**config.mk**
```make
export PLATFORM = sky130hd
export DESIGN_NAME = mbist_burst_host
export DESIGN_NICKNAME = d
export VERILOG_FILES = /design/src/rtl/mbist_pkg.sv /design/src/rtl/mbist_burst_fifo.sv /design/src/rtl/mbist_burst_host.sv
export SDC_FILE = /design/constraint.sdc
export NUM_CORES = 1
export LEC_CHECK = 0
export BUFFER_PORTS_ARGS = -buffer_cell sky130_fd_sc_hd__buf_2
export CORE_MARGIN = 3
export CORE_UTILIZATION = 55
export CTS_CLUSTER_DIAMETER = 60
export DETAILED_ROUTE_END_ITERATION = 8
export GPL_TIMING_DRIVEN = 0
export PLACE_DENSITY = 0.91
export SYNTH_ARGS = -nofsm -noshare
export SYNTH_HDL_FRONTEND = slang
export SYNTH_SLANG_ARGS = --single-unit
```
**constraint.sdc**
```tcl
create_clock -name wb_clk_i -period 3.3 [get_ports wb_clk_i]
set_input_delay 0.66 -clock wb_clk_i [delete_from_list [all_inputs] [get_ports wb_clk_i]]
set_output_delay 0.66 -clock wb_clk_i [all_outputs]
set_load 0.05 [all_outputs]
```
**src/rtl/mbist_pkg.sv**
```systemverilog
// Shared definitions for the MBIST burst host.
//   burst_state_e    : host FSM states
//   MBIST_FIFO_DEPTH : default beat-buffer depth
//   BEAT_CNT_WD      : width of burst length / beat counters
package mbist_pkg;

    typedef enum logic [1:0] {
        IDLE     = 2'd0,
        WR_BURST = 2'd1,
        RD_BURST = 2'd2,
        DRAIN    = 2'd3
    } burst_state_e;

    localparam int MBIST_FIFO_DEPTH = 4;
    localparam int BEAT_CNT_WD      = 10;

endpackage

```
**src/rtl/mbist_burst_fifo.sv**
```systemverilog
// Beat buffer for the MBIST burst host, shared by write and read bursts.
// Ports:
//   clk_i, rst_n        : clock, async active-low reset
//   push_i, din_i       : write side (ignored when full unless popping too)
//   pop_i, dout_o       : read side; dout_o is the head, 0 when empty
//   flush_i             : drop all entries (wins over push/pop)
//   full_o, empty_o     : status
//   count_o             : occupancy, $clog2(DEPTH)+1 bits
module mbist_burst_fifo
    import mbist_pkg::*;
#(
    parameter int DW    = 32,
    parameter int DEPTH = MBIST_FIFO_DEPTH,
    localparam int AW   = $clog2(DEPTH)
) (
    input  logic          clk_i,
    input  logic          rst_n,
    input  logic          push_i,
    input  logic          pop_i,
    input  logic          flush_i,
    input  logic [DW-1:0] din_i,
    output logic [DW-1:0] dout_o,
    output logic          full_o,
    output logic          empty_o,
    output logic [AW:0]   count_o
);

    logic [DW-1:0] mem_q [DEPTH];
    logic [AW-1:0] wp_q, rp_q;
    logic [AW:0]   cnt_q;
    logic          do_push, do_pop;

    assign empty_o = (cnt_q == '0);
    assign full_o  = (cnt_q == (AW+1)'(DEPTH));
    assign count_o = cnt_q;
    assign dout_o  = empty_o ? '0 : mem_q[rp_q];

    // A push into a full buffer is fine when the head leaves the same cycle.
    assign do_pop  = pop_i && !empty_o;
    assign do_push = push_i && (!full_o || do_pop);

    always_ff @(posedge clk_i or negedge rst_n) begin
        if (!rst_n) begin
            wp_q  <= '0;
            rp_q  <= '0;
            cnt_q <= '0;
        end else if (flush_i) begin
            wp_q  <= '0;
            rp_q  <= '0;
            cnt_q <= '0;
        end else begin
            // Pointers wrap naturally since DEPTH is a power of two.
            if (do_push) wp_q <= wp_q + AW'(1);
            if (do_pop)  rp_q <= rp_q + AW'(1);
            cnt_q <= cnt_q + {{AW{1'b0}}, do_push} - {{AW{1'b0}}, do_pop};
        end
    end

    always_ff @(posedge clk_i) begin
        if (do_push && !flush_i) mem_q[wp_q] <= din_i;
    end

endmodule

```
**src/rtl/mbist_burst_host.sv**
```systemverilog
// MBIST burst host: accepts one burst command at a time, streams write beats
// from wdat_* to the mbist_wb burst port, or read beats from it to rdat_*,
// through a shared beat buffer.
// Ports:
//   wb_clk_i, rst_n              : clock, async active-low reset
//   cmd_*                        : command handshake and fields (we/adr/cs/sel/bl)
//   wdat_val_i/wdat_i/wdat_rdy_o : write-beat stream in
//   rdat_val_o/rdat_o/rdat_rdy_i : read-beat stream out
//   wb_*_o / wb_*_i              : burst request port and responses
//   done_o / err_o               : one-cycle pulses, burst completed / aborted
// Build option: MBIST_BURST_TIMEOUT_EN adds an 8-bit no-ack watchdog that
// aborts a stalled burst after 255 cycles; without it a burst waits forever.
module mbist_burst_host
    import mbist_pkg::*;
#(
    parameter int BIST_NO_SRAM  = 4,
    parameter int BIST_ADDR_WD  = 9,
    parameter int BIST_DATA_WD  = 32,
    parameter int FIFO_DEPTH    = MBIST_FIFO_DEPTH,
    localparam int CS_WD        = (BIST_NO_SRAM + 1) / 2,
    localparam int CNT_WD       = $clog2(FIFO_DEPTH) + 1
) (
    input  logic                      wb_clk_i,
    input  logic                      rst_n,
    input  logic                      cmd_val_i,
    output logic                      cmd_rdy_o,
    input  logic                      cmd_we_i,
    input  logic [BIST_ADDR_WD-1:0]   cmd_adr_i,
    input  logic [CS_WD-1:0]          cmd_cs_i,
    input  logic [BIST_DATA_WD/8-1:0] cmd_sel_i,
    input  logic [9:0]                cmd_bl_i,
    input  logic                      wdat_val_i,
    input  logic [BIST_DATA_WD-1:0]   wdat_i,
    output logic                      wdat_rdy_o,
    output logic                      rdat_val_o,
    output logic [BIST_DATA_WD-1:0]   rdat_o,
    input  logic                      rdat_rdy_i,
    output logic                      wb_stb_o,
    output logic                      wb_we_o,
    output logic [BIST_ADDR_WD-1:0]   wb_adr_o,
    output logic [CS_WD-1:0]          wb_cs_o,
    output logic [BIST_DATA_WD/8-1:0] wb_sel_o,
    output logic [9:0]                wb_bl_o,
    output logic [BIST_DATA_WD-1:0]   wb_dat_o,
    output logic                      wb_bry_o,
    input  logic [BIST_DATA_WD-1:0]   wb_dat_i,
    input  logic                      wb_ack_i,
    input  logic                      wb_lack_i,
    input  logic                      wb_err_i,
    output logic                      done_o,
    output logic                      err_o
);

    burst_state_e state_q, state_d;
    logic                      rdy_q, stb_q, stb_d, we_q, we_d, done_q, done_d, err_q, err_d;
    logic [BIST_ADDR_WD-1:0]   adr_q, adr_d;
    logic [CS_WD-1:0]          cs_q, cs_d;
    logic [BIST_DATA_WD/8-1:0] sel_q, sel_d;
    logic [BEAT_CNT_WD-1:0]    bl_q, bl_d, beat_q, beat_d, pcnt_q, pcnt_d;

    logic                    f_push, f_pop, f_flush, f_full, f_empty;
    logic [BIST_DATA_WD-1:0] f_din, f_dout;
    logic [CNT_WD-1:0]       f_count;

    logic in_wr, in_rd, in_dr, wdog_hit, abort, wr_bry, rd_bry;

    assign in_wr = (state_q == WR_BURST);
    assign in_rd = (state_q == RD_BURST);
    assign in_dr = (state_q == DRAIN);
    assign abort = (state_q != IDLE) && (wb_err_i || wdog_hit);

`ifdef MBIST_BURST_TIMEOUT_EN
    logic [7:0] wdog_q;
    assign wdog_hit = (in_wr || in_rd) && (wdog_q == 8'hFF);
    always_ff @(posedge wb_clk_i or negedge rst_n) begin
        if (!rst_n)                          wdog_q <= '0;
        else if (!(in_wr || in_rd) || wb_ack_i) wdog_q <= '0;
        else if (!wdog_hit)                  wdog_q <= wdog_q + 8'd1;
    end
`else
    assign wdog_hit = 1'b0;
`endif

    // Datapath around the shared buffer.
    assign wdat_rdy_o = in_wr && !f_full && (pcnt_q < bl_q);
    assign f_push  = in_wr ? (wdat_val_i && wdat_rdy_o) : (in_rd && wb_ack_i);
    assign f_din   = in_wr ? wdat_i : wb_dat_i;
    assign rdat_val_o = (in_rd || in_dr) && !f_empty;
    assign rdat_o  = (in_rd || in_dr) ? f_dout : '0;
    assign f_pop   = in_wr ? wb_ack_i : (rdat_val_o && rdat_rdy_i);
    assign f_flush = abort;
    assign wb_dat_o = in_wr ? f_dout : '0;

    // Write: advertise a beat only if one is still buffered after this
    // cycle's ack pops the head. Read: keep room for the in-flight ack plus
    // one more, and never request beyond the burst length.
    assign wr_bry   = (f_count > CNT_WD'(wb_ack_i));
    assign rd_bry   = (f_count <= CNT_WD'(FIFO_DEPTH - 2)) && ((beat_q + BEAT_CNT_WD'(wb_ack_i)) < bl_q);
    assign wb_bry_o = !abort && ((in_wr && wr_bry) || (in_rd && rd_bry));

    mbist_burst_fifo #(.DW(BIST_DATA_WD), .DEPTH(FIFO_DEPTH)) u_fifo (
        .clk_i   (wb_clk_i),
        .rst_n   (rst_n),
        .push_i  (f_push),
        .pop_i   (f_pop),
        .flush_i (f_flush),
        .din_i   (f_din),
        .dout_o  (f_dout),
        .full_o  (f_full),
        .empty_o (f_empty),
        .count_o (f_count)
    );

    always_comb begin
        state_d = state_q;
        stb_d   = stb_q;
        we_d    = we_q;
        adr_d   = adr_q;
        cs_d    = cs_q;
        sel_d   = sel_q;
        bl_d    = bl_q;
        beat_d  = beat_q;
        pcnt_d  = pcnt_q;
        done_d  = 1'b0;
        err_d   = 1'b0;
        unique case (state_q)
            IDLE: begin
                if (cmd_val_i && rdy_q) begin
                    we_d   = cmd_we_i;
                    adr_d  = cmd_adr_i;
                    cs_d   = cmd_cs_i;
                    sel_d  = cmd_sel_i;
                    bl_d   = cmd_bl_i;
                    beat_d = '0;
                    pcnt_d = '0;
                    if (cmd_bl_i == '0) begin
                        err_d = 1'b1;       // empty burst: consume and flag
                    end else begin
                        stb_d   = 1'b1;
                        state_d = cmd_we_i ? WR_BURST : RD_BURST;
                    end
                end
            end
            WR_BURST: begin
                if (f_push)   pcnt_d = pcnt_q + BEAT_CNT_WD'(1);
                if (wb_ack_i) beat_d = beat_q + BEAT_CNT_WD'(1);
                if (wb_lack_i) begin
                    stb_d   = 1'b0;
                    done_d  = 1'b1;
                    state_d = IDLE;
                end
            end
            RD_BURST: begin
                if (wb_ack_i) beat_d = beat_q + BEAT_CNT_WD'(1);
                if (wb_lack_i) begin
                    stb_d   = 1'b0;
                    state_d = DRAIN;
                end
            end
            DRAIN: begin
                // Finish in the cycle that hands out the last buffered beat.
                if (f_empty || (f_count == CNT_WD'(1) && f_pop)) begin
                    done_d  = 1'b1;
                    state_d = IDLE;
                end
            end
            default: state_d = IDLE;
        endcase
        if (abort) begin
            stb_d   = 1'b0;
            done_d  = 1'b0;
            err_d   = 1'b1;
            state_d = IDLE;
        end
    end

    always_ff @(posedge wb_clk_i or negedge rst_n) begin
        if (!rst_n) begin
            state_q <= IDLE;
            rdy_q   <= 1'b0;
            stb_q   <= 1'b0;
            we_q    <= 1'b0;
            adr_q   <= '0;
            cs_q    <= '0;
            sel_q   <= '0;
            bl_q    <= '0;
            beat_q  <= '0;
            pcnt_q  <= '0;
            done_q  <= 1'b0;
            err_q   <= 1'b0;
        end else begin
            state_q <= state_d;
            rdy_q   <= (state_d == IDLE);
            stb_q   <= stb_d;
            we_q    <= we_d;
            adr_q   <= adr_d;
            cs_q    <= cs_d;
            sel_q   <= sel_d;
            bl_q    <= bl_d;
            beat_q  <= beat_d;
            pcnt_q  <= pcnt_d;
            done_q  <= done_d;
            err_q   <= err_d;
        end
    end

    assign cmd_rdy_o = rdy_q;
    assign wb_stb_o  = stb_q;
    assign wb_we_o   = we_q;
    assign wb_adr_o  = adr_q;
    assign wb_cs_o   = cs_q;
    assign wb_sel_o  = sel_q;
    assign wb_bl_o   = bl_q;
    assign done_o    = done_q;
    assign err_o     = err_q;

endmodule

```
Word level (Yosys, flattened, before mapping)
Memories as Yosys holds them, arrays and structs flattened. Index checks and enable logic that the tools add are counted.

$add $sub $neg: 7. Order comparisons: 4. Equal/unequal tests: 11. Mux-type cells: 39. Reduce and logical (&&, ||, !) cells: 38.

Operators by type and width (count): $mux 32 (4); $pmux 10 s2 (2); $mux 10 (3); $mux 2 (11); $add 10x1->10 const B (2); $lt 10x10->1 (2); $logic_and 1x1->1 (16); $mux 1 (15); $add 10x1->10 (1); $logic_not 10->1 (1); $reduce_bool 2->1 (5); $pmux 2 s4 (1); $ne 3x2->1 const B (2); $reduce_and 3->1 (2); $add 2x1->2 const B (2); $eq 2x2->1 const B (2); $logic_not 2->1 (2); $logic_or 1x1->1 (4); $ne 2x1->1 const B (2); $pmux 1 s2 (2); $reduce_and 4->1 (1); $add 3x1->3 (1); $eq 3x1->1 const B (1); $eq 3x3->1 const B (1); 12 further kinds (14).

Bits in registers: 59. RAM bits: 128. Bits of input ports: 98. Output and inout bits: 97. Logic and storage cells: 115. Memories kept: 1.

Memories: u_fifo.mem_q (words 4, bits a word 32, read ports 1, clocked after Yosys merged registers in 0, wr ports 1, line mbist_burst_fifo.sv:28) `logic [DW-1:0] mem_q [DEPTH];`.

Longest topological paths before layout
Gate-level depths: netlist of the first run.

Depth in word-level cells: 11. Depth in mapped cells: 13. Gate-level depth less buffers: 12.

By module
A second synthesis of the first run with hierarchy kept.

Cells, all modules: 718. Area total of the unflattened synthesis: 9298.9 µm².

Modules (own cells, without submodules): mbist_burst_fifo (instances 1, cells each 249, area each 5323.9 µm², seq. area each 4018.9 µm²); mbist_burst_host (instances 1, cells each 469, area each 3975.1 µm², seq. area each 1301.2 µm²).

Worst setup path before layout of the first run
Ideal clock, no wire load.

Path type: input to output. Start: input wb_ack_i. End: output wb_bry_o. Arrival: 3.079 ns. Data required time: 2.640 ns. Slack: -0.439 ns. Stages on the path: 9. Buffers on the path: 0. Cells stage by stage: ha_1 ha_1 nand3_1 xnor2_1 ha_1 a21o_1 a211oi_1 a21oi_1 o21ai_0.

Cells in the longest elaborated chain, start to end: 6. Elaborated cells on any way between the ends: 8. Those cells by class: add/sub (1); order compare (2); reduce/logical (5).

Ends and longest elaborated chain: from (decl) (line mbist_burst_host.sv:47) `input logic wb_ack_i,`; $add 10x1->10 (line mbist_burst_host.sv:98) `assign rd_bry = (f_count <= CNT_WD'(FIFO_DEPTH - 2)) && ((beat_q + BEAT_CNT_WD'(wb_ack_i)) < bl_q);`; $lt 10x10->1 (line mbist_burst_host.sv:98); $logic_and 1x1->1 (line mbist_burst_host.sv:98); $logic_and 1x1->1 (line mbist_burst_host.sv:99) `assign wb_bry_o = !abort && ((in_wr && wr_bry) || (in_rd && rd_bry));`; $logic_or 1x1->1 (*) (line mbist_burst_host.sv:99); $logic_and 1x1->1 (*) (line mbist_burst_host.sv:99); to (decl) (line mbist_burst_host.sv:45) `output logic wb_bry_o,`.

Every way passes the cells marked *; elsewhere a longest branch is shown, timed or not.

Final worst setup path of the first run
Start: register beat_q[0]. End: output wb_bry_o.

Cells in the longest elaborated chain, start to end: 6.

Ends and longest elaborated chain: from (decl) (line mbist_burst_host.sv:59) `logic [BEAT_CNT_WD-1:0] bl_q, bl_d, beat_q, beat_d, pcnt_q, pcnt_d;`; from (signal assigned) (line mbist_burst_host.sv:200) `beat_q <= beat_d;`; $add 10x1->10 (line mbist_burst_host.sv:98); $lt 10x10->1 (line mbist_burst_host.sv:98); $logic_and 1x1->1 (line mbist_burst_host.sv:98); $logic_and 1x1->1 (line mbist_burst_host.sv:99); $logic_or 1x1->1 (line mbist_burst_host.sv:99); $logic_and 1x1->1 (line mbist_burst_host.sv:99).

Every way passes these cells.

==> results of run 1 <==
[cell usage after synthesis (3+ instances only)]
cell / n
sky130_fd_sc_hd__a21oi_1: 6
sky130_fd_sc_hd__nand2b_1: 9
sky130_fd_sc_hd__and2_1: 3
sky130_fd_sc_hd__inv_1: 29
sky130_fd_sc_hd__nor2b_1: 65
sky130_fd_sc_hd__mux2i_1: 5
sky130_fd_sc_hd__nand3_1: 10
sky130_fd_sc_hd__dfrtp_1: 59
sky130_fd_sc_hd__a211oi_1: 3
sky130_fd_sc_hd__clkbuf_1: 14
sky130_fd_sc_hd__o21a_1: 3
sky130_fd_sc_hd__buf_2: 11
sky130_fd_sc_hd__a31oi_1: 3
sky130_fd_sc_hd__and3_1: 13
sky130_fd_sc_hd__mux4_2: 32
sky130_fd_sc_hd__ha_1: 34
sky130_fd_sc_hd__mux2_2: 59
sky130_fd_sc_hd__nand4_1: 7
sky130_fd_sc_hd__o21ai_0: 12
sky130_fd_sc_hd__xnor2_1: 10
sky130_fd_sc_hd__a211o_2: 3
sky130_fd_sc_hd__nor2_1: 29
sky130_fd_sc_hd__edfxtp_1: 128
sky130_fd_sc_hd__nand2_1: 24
sky130_fd_sc_hd__o41ai_1: 3
sky130_fd_sc_hd__xor2_1: 9
[registers in the layout, indices dropped and copies added, names as in the netlist]
name            flops
wb_sel_o            4
cmd_rdy_o           1
done_o              1
wb_bl_o            10
u_fifo.rp_q         2
u_fifo.mem_q      128
wb_adr_o            9
pcnt_q             10
beat_q             10
err_o               1
state_q             2
u_fifo.wp_q         2
wb_cs_o             2
wb_stb_o            1
wb_we_o             1
u_fifo.count_o      3
[logic make-up (layout without fill, tap and decap cells)]
family,after synthesis,after routing
xor gates and xnor gates,19,19
DFF,187,187
muxes,96,96
adders and majority gates,35,35
and+or+nand+nor,171,171
buffers and inverters,56,285
AOI/OAI and AO/OA,59,59
[per-layer routing]
metal,GRT usage,vias up
li1,-,2757
met1,0.278,2933
met2,0.402,276
met3,0.0510,33
met4,0.0577,0
met5,0,-
[through the flow]
stage / hold slack [ns] / TNS, ns
3_3_place_gp: 0.481 / -26.68
5_1_grt: 0.354 / -0.266
2_1_floorplan: 0.364 / 0
6_report: 0.296 / -0.129
4_1_cts: 0.446 / 0
3_5_place_dp: 0.490 / -0.160
[worst reg2reg max path, cell delays in order (launching register included)]
cell and delay, ns:
sky130_fd_sc_hd__dfrtp_1 0.37, sky130_fd_sc_hd__inv_1 0.09, sky130_fd_sc_hd__ha_1 0.34, sky130_fd_sc_hd__a211oi_4 0.23, sky130_fd_sc_hd__o2111ai_2 0.24, sky130_fd_sc_hd__a22o_1 0.26, sky130_fd_sc_hd__a31oi_4 0.25, sky130_fd_sc_hd__and3_2 0.81
[cell type report]
class / count / area (µm²)
timing repair buffer: 199 / 1020
buffer: 24 / 114
clock inverter: 14 / 140
inverter: 30 / 113
clock buffer: 18 / 429
tap: 216 / 270
fill: 1084 / 5030
multi-input combinational: 380 / 3550
sequential: 187 / 5320
[what timing repair did]
action | 4_1_cts | 5_1_grt
buffers inserted | 1 | 4
endpoints found under the setup margin | 31 | 12
cloned | 0 | 0
pin swaps | 2 | 8
endpoints found under the hold margin | 0 | 0
resized for setup | 6 | 17
[power groups by stage]
stage,clock network (µW),registers (µW),logic (µW)
after detailed placement,0,3300,4770
final,1940,3260,4860
after floorplan,0,3890,3010
after global placement,0,3270,4680
after global routing,2060,3310,5190
after CTS,1970,3260,4840
[worst min path at each step]
stage | end | slack, ns | depth (start not counted)
final | wb_bl_o[8] | 0.30 | 1
after global routing | beat_q[4] | 0.35 | 1
after CTS | wb_adr_o[7] | 0.45 | 2
after detailed placement | wb_adr_o[7] | 0.49 | 1
after global placement | wb_stb_o | 0.48 | 2
after floorplan | beat_q[0] | 0.36 | 0
==> reports/summary.json, run 1 <==
{
  "outcome": {"value": "finished with violations"},
  "failing_checks": {"value": "negative setup slack"},
  "ant_nets": {"value": 0},
  "num-nets-final": {"value": 972},
  "synth_top_family_by_area": {"value": "multiplexers"},
  "clock_tree.htree_level_count": {"value": 4},
  "cp_data_required_time": {"value": 2.64, "unit": "ns"},
  "route.detailed.drc": {"value": 0},
  "powerDensity": {"value": 918, "unit": "nW/µm²"},
  "dr.pass1.iters": {"value": 5},
  "postSynthAreaPerCell": {"value": 14.5, "unit": "µm²"},
  "fin_ws": {"value": -0.129, "unit": "ns"},
  "power_internal": {"value": 5640, "unit": "µW"},
  "yosys_warns": {"value": 0},
  "synthCells": {"value": 623},
  "post_synth_fa_ha_maj_area_fraction": {"value": 0.0493},
  "report.final.hold_viol_count": {"value": 0},
  "dp_hpwl": {"value": 14100, "unit": "µm"},
  "pwr-share-clk": {"value": 0.193},
  "worstReg2RegStart": {"value": "wb_bl_o[7]"},
  "ys.flop_type": {"value": "sky130_fd_sc_hd__edfxtp_1"},
  "clk_latency": {"value": 0.43, "unit": "ns"},
  "grt_max_degree": {"value": 60},
  "routed.top_layer": {"value": "met4"},
  "endpoint_kind": {"value": "output pin"},
  "clockBufferDepth": {"value": 2},
  "swShare": {"value": 0.440},
  "dpl_worst_slack": {"value": -0.160, "unit": "ns"},
  "avgRoutedWirePerCell": {"value": 18.8, "unit": "µm"},
  "final_max_slew_viol_count": {"value": 0},
  "synth_compound_gate_area_share": {"value": 0.0542},
  "antenna_found_initial": {"value": 0},
  "vdd.ir_drop.worst": {"value": 849, "unit": "µV"},
  "worst-endpoint-arrival": {"value": 2.77, "unit": "ns"},
  "cts-hold-fix-buffers": {"value": 0},
  "net-switching-power": {"value": 4430, "unit": "µW"},
  "max_cap_viol_count": {"value": 0},
  "worstSetupEndpoint": {"value": "wb_bry_o"},
  "period_share": {"value": 1.04},
  "synthDominantCellAreaShare": {"value": 0.426},
  "tritoncts_num_sinks": {"value": 187},
  "global_route.overflow_total": {"value": 0},
  "critical-path-max-stage-delay": {"value": 0.39, "unit": "ns"},
  "postPlaceCellArea": {"value": 10300, "unit": "µm²"},
  "fin_util": {"value": 0.685},
  "crit_path_max_fanout": {"value": 3},
  "synthArstFlopShare": {"value": 0.316},
  "dr_wl_met2": {"value": 10500, "unit": "µm"},
  "core.rowCount": {"value": 46},
  "unrepaired_setup_endpoints_after_global_routing": {"value": "yes"},
  "reg2reg_depth": {"value": 7},
  "first_global_vias": {"value": 6089},
  "proportion_of_synthesized_chip_area_in_sequential_cells": {"value": 0.589},
  "worst_r2r_endpoint": {"value": "u_fifo.mem_q[1][26]"},
  "cts_buf_count": {"value": 17},
  "power.combinational.fraction": {"value": 0.483},
  "full_die_area": {"value": 18000, "unit": "µm²"},
  "synth_enable_flop_cells": {"value": 128},
  "setup_viol_count_final": {"value": 1},
  "totalPowerFinal": {"value": 10100, "unit": "µW"},
  "synth.net_count": {"value": 756},
  "critical-path-top-delay-family": {"value": "adder cells"},
  "hold_path_class": {"value": "in -> async"},
  "die_h": {"value": 134, "unit": "µm"},
  "viasPerCell": {"value": 5.62},
  "final_cell_count_no_fill": {"value": 1068},
  "antennaDiodeCount": {"value": 0},
  "cts_tree": {"value": "done"},
  "worst_setup_path_start_kind": {"value": "flip-flop"},
  "worst_pin_slew": {"value": 0.861, "unit": "ns"},
  "critical_path_cell_count": {"value": 10},
  "worst-path-buf-inv": {"value": 1},
  "grt_first_pass_wirelength": {"value": 31600, "unit": "µm"},
  "crit_type": {"value": "reg -> out"},
  "drive_above_1_share": {"value": 0.432},
  "maxClockFrequency": {"value": 292, "unit": "MHz"},
  "synth_area_leader_cell": {"value": "sky130_fd_sc_hd__edfxtp_1"},
  "mostFrequentLayoutCell": {"value": "sky130_fd_sc_hd__buf_2"},
  "numPortBuffers": {"value": 194},
  "clock-root-buffer": {"value": "sky130_fd_sc_hd__clkbuf_16"},
  "dr.first_iter.drc_count": {"value": 438},
  "floorplan.io_pins": {"value": 195},
  "synth.area.top_cells": {"value": "sky130_fd_sc_hd__edfxtp_1 (43%), sky130_fd_sc_hd__dfrtp_1 (16%), sky130_fd_sc_hd__mux4_2 (8.0%)"},
  "ys_seq_elements": {"value": 187},
  "m1WireLength": {"value": 7920, "unit": "µm"},
  "fin_worst_skew": {"value": 0.0123, "unit": "ns"},
  "final_period_minus_worst_setup_slack": {"value": 3.43, "unit": "ns"},
  "crit_slowest_cell": {"value": "sky130_fd_sc_hd__dfrtp_1"},
  "synth.distinct_cells": {"value": 60},
  "clkTransAtPathRegs": {"value": 0.07, "unit": "ns"},
  "globalplace.congestion": {"value": 0.850},
  "crit_chain": {"value": "ha_2, ha_4, nand3_1, xnor2_1, ha_1, a21o_1, a211oi_2, a21oi_2, o21ai_2, buf_6"},
  "sequentialPowerShare": {"value": 0.324},
  "initial_core_util": {"value": 0.564},
  "ff2ff_setup_slack": {"value": 0.31, "unit": "ns"},
  "timing.max_slew.rel_slack": {"value": 0.426},
  "synthSimpleGateAreaFrac": {"value": 0.104},
  "flow.area_growth_from_synthesis": {"value": 21.4, "unit": "%"},
  "place_inst": {"value": 1033},
  "design.core.area": {"value": 16000, "unit": "µm²"},
  "totalWireLength": {"value": 20100, "unit": "µm"},
  "worstSetupStartpoint": {"value": "beat_q[0]"},
  "die-width": {"value": 134, "unit": "µm"},
  "synthMuxAreaShare": {"value": 0.159},
  "finish.instance_area": {"value": 11000, "unit": "µm²"},
  "final_cell_mix": {"value": "sky130_fd_sc_hd__buf_2 (202), sky130_fd_sc_hd__edfxtp_1 (128), sky130_fd_sc_hd__nor2b_1 (65)"},
  "synth_xor_area_frac": {"value": 0.0184},
  "leakage_component_of_the_power": {"value": 0.00454, "unit": "µW"},
  "mappedNetlistArea": {"value": 9030, "unit": "µm²"},
  "vias": {"value": 5999},
  "grt_util_all_layers": {"value": 0.225},
  "routed-wl-met3": {"value": 1440, "unit": "µm"}
}
Power figures use the tool's default switching activity.
==> run 2: changes to the inputs <==
Settings changed: MAX_ROUTING_LAYER set to met4.
==> reports/summary.json, run 2 (synthesis gave the netlist of run 1 again) <==
{
  "filler_cell_count": {"value": 1085, "change": "+0.092%"},
  "die-width": {"value": 134, "unit": "µm", "change": "unchanged"},
  "crit_slowest_cell": {"value": "sky130_fd_sc_hd__dfrtp_1"},
  "cp_data_required_time": {"value": 2.64, "unit": "ns", "change": "about the same"},
  "vias": {"value": 6018, "change": "+0.32%"},
  "largest_register": {"value": "u_fifo.mem_q"},
  "worst-path-buf-inv": {"value": 1, "change": "unchanged"},
  "worst_setup_path_start_kind": {"value": "flip-flop"},
  "cts_tree": {"value": "done"},
  "clk_latency": {"value": 0.43, "unit": "ns", "change": "about the same"},
  "global_route.overflow_total": {"value": 0, "change": "unchanged"},
  "numPortBuffers": {"value": 194, "change": "unchanged"},
  "cts-hold-fix-buffers": {"value": 0, "change": "unchanged"},
  "timing.max_slew.rel_slack": {"value": 0.437, "change": "+0.0113"},
  "crit_path_max_fanout": {"value": 3, "change": "unchanged"},
  "first_global_vias": {"value": 6080, "change": "-0.15%"},
  "clkTransAtPathRegs": {"value": 0.07, "unit": "ns", "change": "about the same"},
  "worst_pin_slew": {"value": 0.844, "unit": "ns", "change": "-0.0169 ns"},
  "tritoncts_num_sinks": {"value": 187, "change": "unchanged"},
  "fin_ws": {"value": -0.0994, "unit": "ns", "change": "+0.0291 ns"},
  "clockBufferDepth": {"value": 2, "change": "unchanged"},
  "totalWireLength": {"value": 20000, "unit": "µm", "change": "-0.49%"},
  "area_taken_by_multi_input_logic_gates": {"value": 3550, "unit": "µm²", "change": "unchanged"},
  "cts_buf_count": {"value": 17, "change": "unchanged"},
  "core.rowCount": {"value": 46, "change": "unchanged"},
  "antenna_found_initial": {"value": 0, "change": "unchanged"},
  "largest_register_ffs": {"value": 128, "change": "unchanged"},
  "place_inst": {"value": 1033, "change": "unchanged"},
  "full_die_area": {"value": 18000, "unit": "µm²", "change": "unchanged"},
  "grt_max_degree": {"value": 60, "change": "unchanged"},
  "failing_checks": {"value": "negative setup slack"},
  "crit_type": {"value": "reg -> out"},
  "unrepaired_setup_endpoints_after_global_routing": {"value": "yes"},
  "mostFrequentLayoutCell": {"value": "sky130_fd_sc_hd__buf_2"},
  "max_cap_viol_count": {"value": 0, "change": "unchanged"},
  "hold_path_class": {"value": "in -> async"},
  "globalplace.congestion": {"value": 0.864, "change": "+1.6%"},
  "flow.area_growth_from_synthesis": {"value": 21.4, "unit": "%", "change": "unchanged"},
  "clock_tree.htree_level_count": {"value": 4, "change": "unchanged"},
  "num-nets-final": {"value": 972, "change": "unchanged"},
  "endpoint_kind": {"value": "output pin"},
  "final_max_slew_viol_count": {"value": 0, "change": "unchanged"},
  "setup_viol_count_final": {"value": 1, "change": "unchanged"},
  "critical-path-top-delay-family": {"value": "adder cells"},
  "dr.pass1.iters": {"value": 6, "change": "+1"},
  "fin_worst_skew": {"value": 0.0128, "unit": "ns", "change": "+0.000499 ns"},
  "maxClockFrequency": {"value": 294, "unit": "MHz", "change": "+0.86%"},
  "powerDensity": {"value": 917, "unit": "nW/µm²", "change": "about the same"},
  "route.detailed.drc": {"value": 0, "change": "unchanged"},
  "drive_above_1_share": {"value": 0.432, "change": "unchanged"},
  "initial_core_util": {"value": 0.564, "change": "unchanged"},
  "dpl_worst_slack": {"value": -0.160, "unit": "ns", "change": "unchanged"},
  "final_period_minus_worst_setup_slack": {"value": 3.40, "unit": "ns", "change": "-0.0291 ns"},
  "avgRoutedWirePerCell": {"value": 18.7, "unit": "µm", "change": "-0.49%"},
  "report.final.hold_viol_count": {"value": 0, "change": "unchanged"},
  "outcome": {"value": "finished with violations"},
  "grt_first_pass_wirelength": {"value": 31600, "unit": "µm", "change": "+0.15%"},
  "antennaDiodeCount": {"value": 0, "change": "unchanged"},
  "final_cell_mix": {"value": "sky130_fd_sc_hd__buf_2 (202), sky130_fd_sc_hd__edfxtp_1 (128), sky130_fd_sc_hd__nor2b_1 (65)"},
  "critical-path-max-stage-delay": {"value": 0.38, "unit": "ns", "change": "about the same"},
  "floorplan.io_pins": {"value": 195, "change": "unchanged"},
  "leakage_component_of_the_power": {"value": 0.00454, "unit": "µW", "change": "about the same"},
  "dr.first_iter.drc_count": {"value": 413, "change": "-5.7%"},
  "crit_chain": {"value": "ha_2, ha_4, nand3_1, xnor2_1, ha_1, a21o_1, a211oi_2, a21oi_2, o21ai_2, buf_6"},
  "dp_hpwl": {"value": 14100, "unit": "µm", "change": "unchanged"},
  "worst-endpoint-arrival": {"value": 2.74, "unit": "ns", "change": "-0.03 ns"},
  "layout.area.seq": {"value": 5320, "unit": "µm²", "change": "about the same"},
  "grt_util_all_layers": {"value": 0.232, "change": "+0.00715"},
  "die_h": {"value": 134, "unit": "µm", "change": "unchanged"},
  "viasPerCell": {"value": 5.63, "change": "+0.32%"},
  "clock-root-buffer": {"value": "sky130_fd_sc_hd__clkbuf_16"},
  "design.core.area": {"value": 16000, "unit": "µm²", "change": "unchanged"},
  "vdd.ir_drop.worst": {"value": 849, "unit": "µV", "change": "about the same"},
  "final_cell_count_no_fill": {"value": 1068, "change": "unchanged"},
  "period_share": {"value": 1.03, "change": "-0.00882"},
  "ant_nets": {"value": 0, "change": "unchanged"}
}
## run 2: through the flow
stage	cell area, µm²	util	setup TNS, ns	hold slack [ns]	total power (µW)
CTS	10900	0.680	0	0.446	10100
finish	11000	0.685	-0.0994	0.299	10100
detailed placement	10300	0.642	-0.160	0.490	8070
global route	11000	0.685	-0.256	0.360	10600
global placement	10300	0.642	-26.68	0.481	7950
floorplan	9030	-	0	0.364	6900
## run 2: where the power goes
part	switching (µW)	leakage, µW	total, µW	internal [µW]
sequential	237	0.00191	3270	3030
combinational	3300	0.00237	4860	1560
clock	883	0.000267	1940	1060
## run 2: area by class of cell
class / instances / area share
flip-flops and latches: 187 / 0.485
well taps: 216 / 0.0246
repair buffers: 199 / 0.0933
plain buffers: 24 / 0.0105
multi-input cells: 380 / 0.324
clock buffers: 18 / 0.0391
inverters: 30 / 0.0103
clock inverters: 14 / 0.0128
## run 2: final timing paths
| path | end | slack [ns] | startpoint | cells after the start |
|---|---|---|---|---|
| worst max-delay path | wb_bry_o | -0.1 | beat_q[0] | 10 |
| worst min-delay path | wb_bl_o[8] | 0.30 | rst_n | 1 |
| worst max register to register | u_fifo.mem_q[0][24] | 0.32 | wb_bl_o[7] | 7 |
| worst min register to register | wb_stb_o | 0.51 | wb_stb_o | 2 |
| max in group asynchronous | u_fifo.wp_q[1] | 2.48 | rst_n | 1 |
| min in group wb_clk_i | wb_sel_o[2] | 0.46 | cmd_sel_i[2] | 2 |
## run 2: repair_timing
item | 4_1_cts | 5_1_grt
pin swaps | 2 | 8
endpoints found under the setup margin | 31 | 12
resized for setup | 6 | 18
setup buffers | 1 | 4
cloned | 0 | 0
## run 2: metal layers
| layer | vias up | global-route usage | wire length (µm) |
|---|---|---|---|
| li1 | 2757 | - | - |
| met1 | 2967 | 0.282 | 8110 |
| met2 | 259 | 0.402 | 10300 |
| met3 | 35 | 0.0499 | 1260 |
| met4 | 0 | 0.0543 | 309 |
| met5 | - | - | 0 |
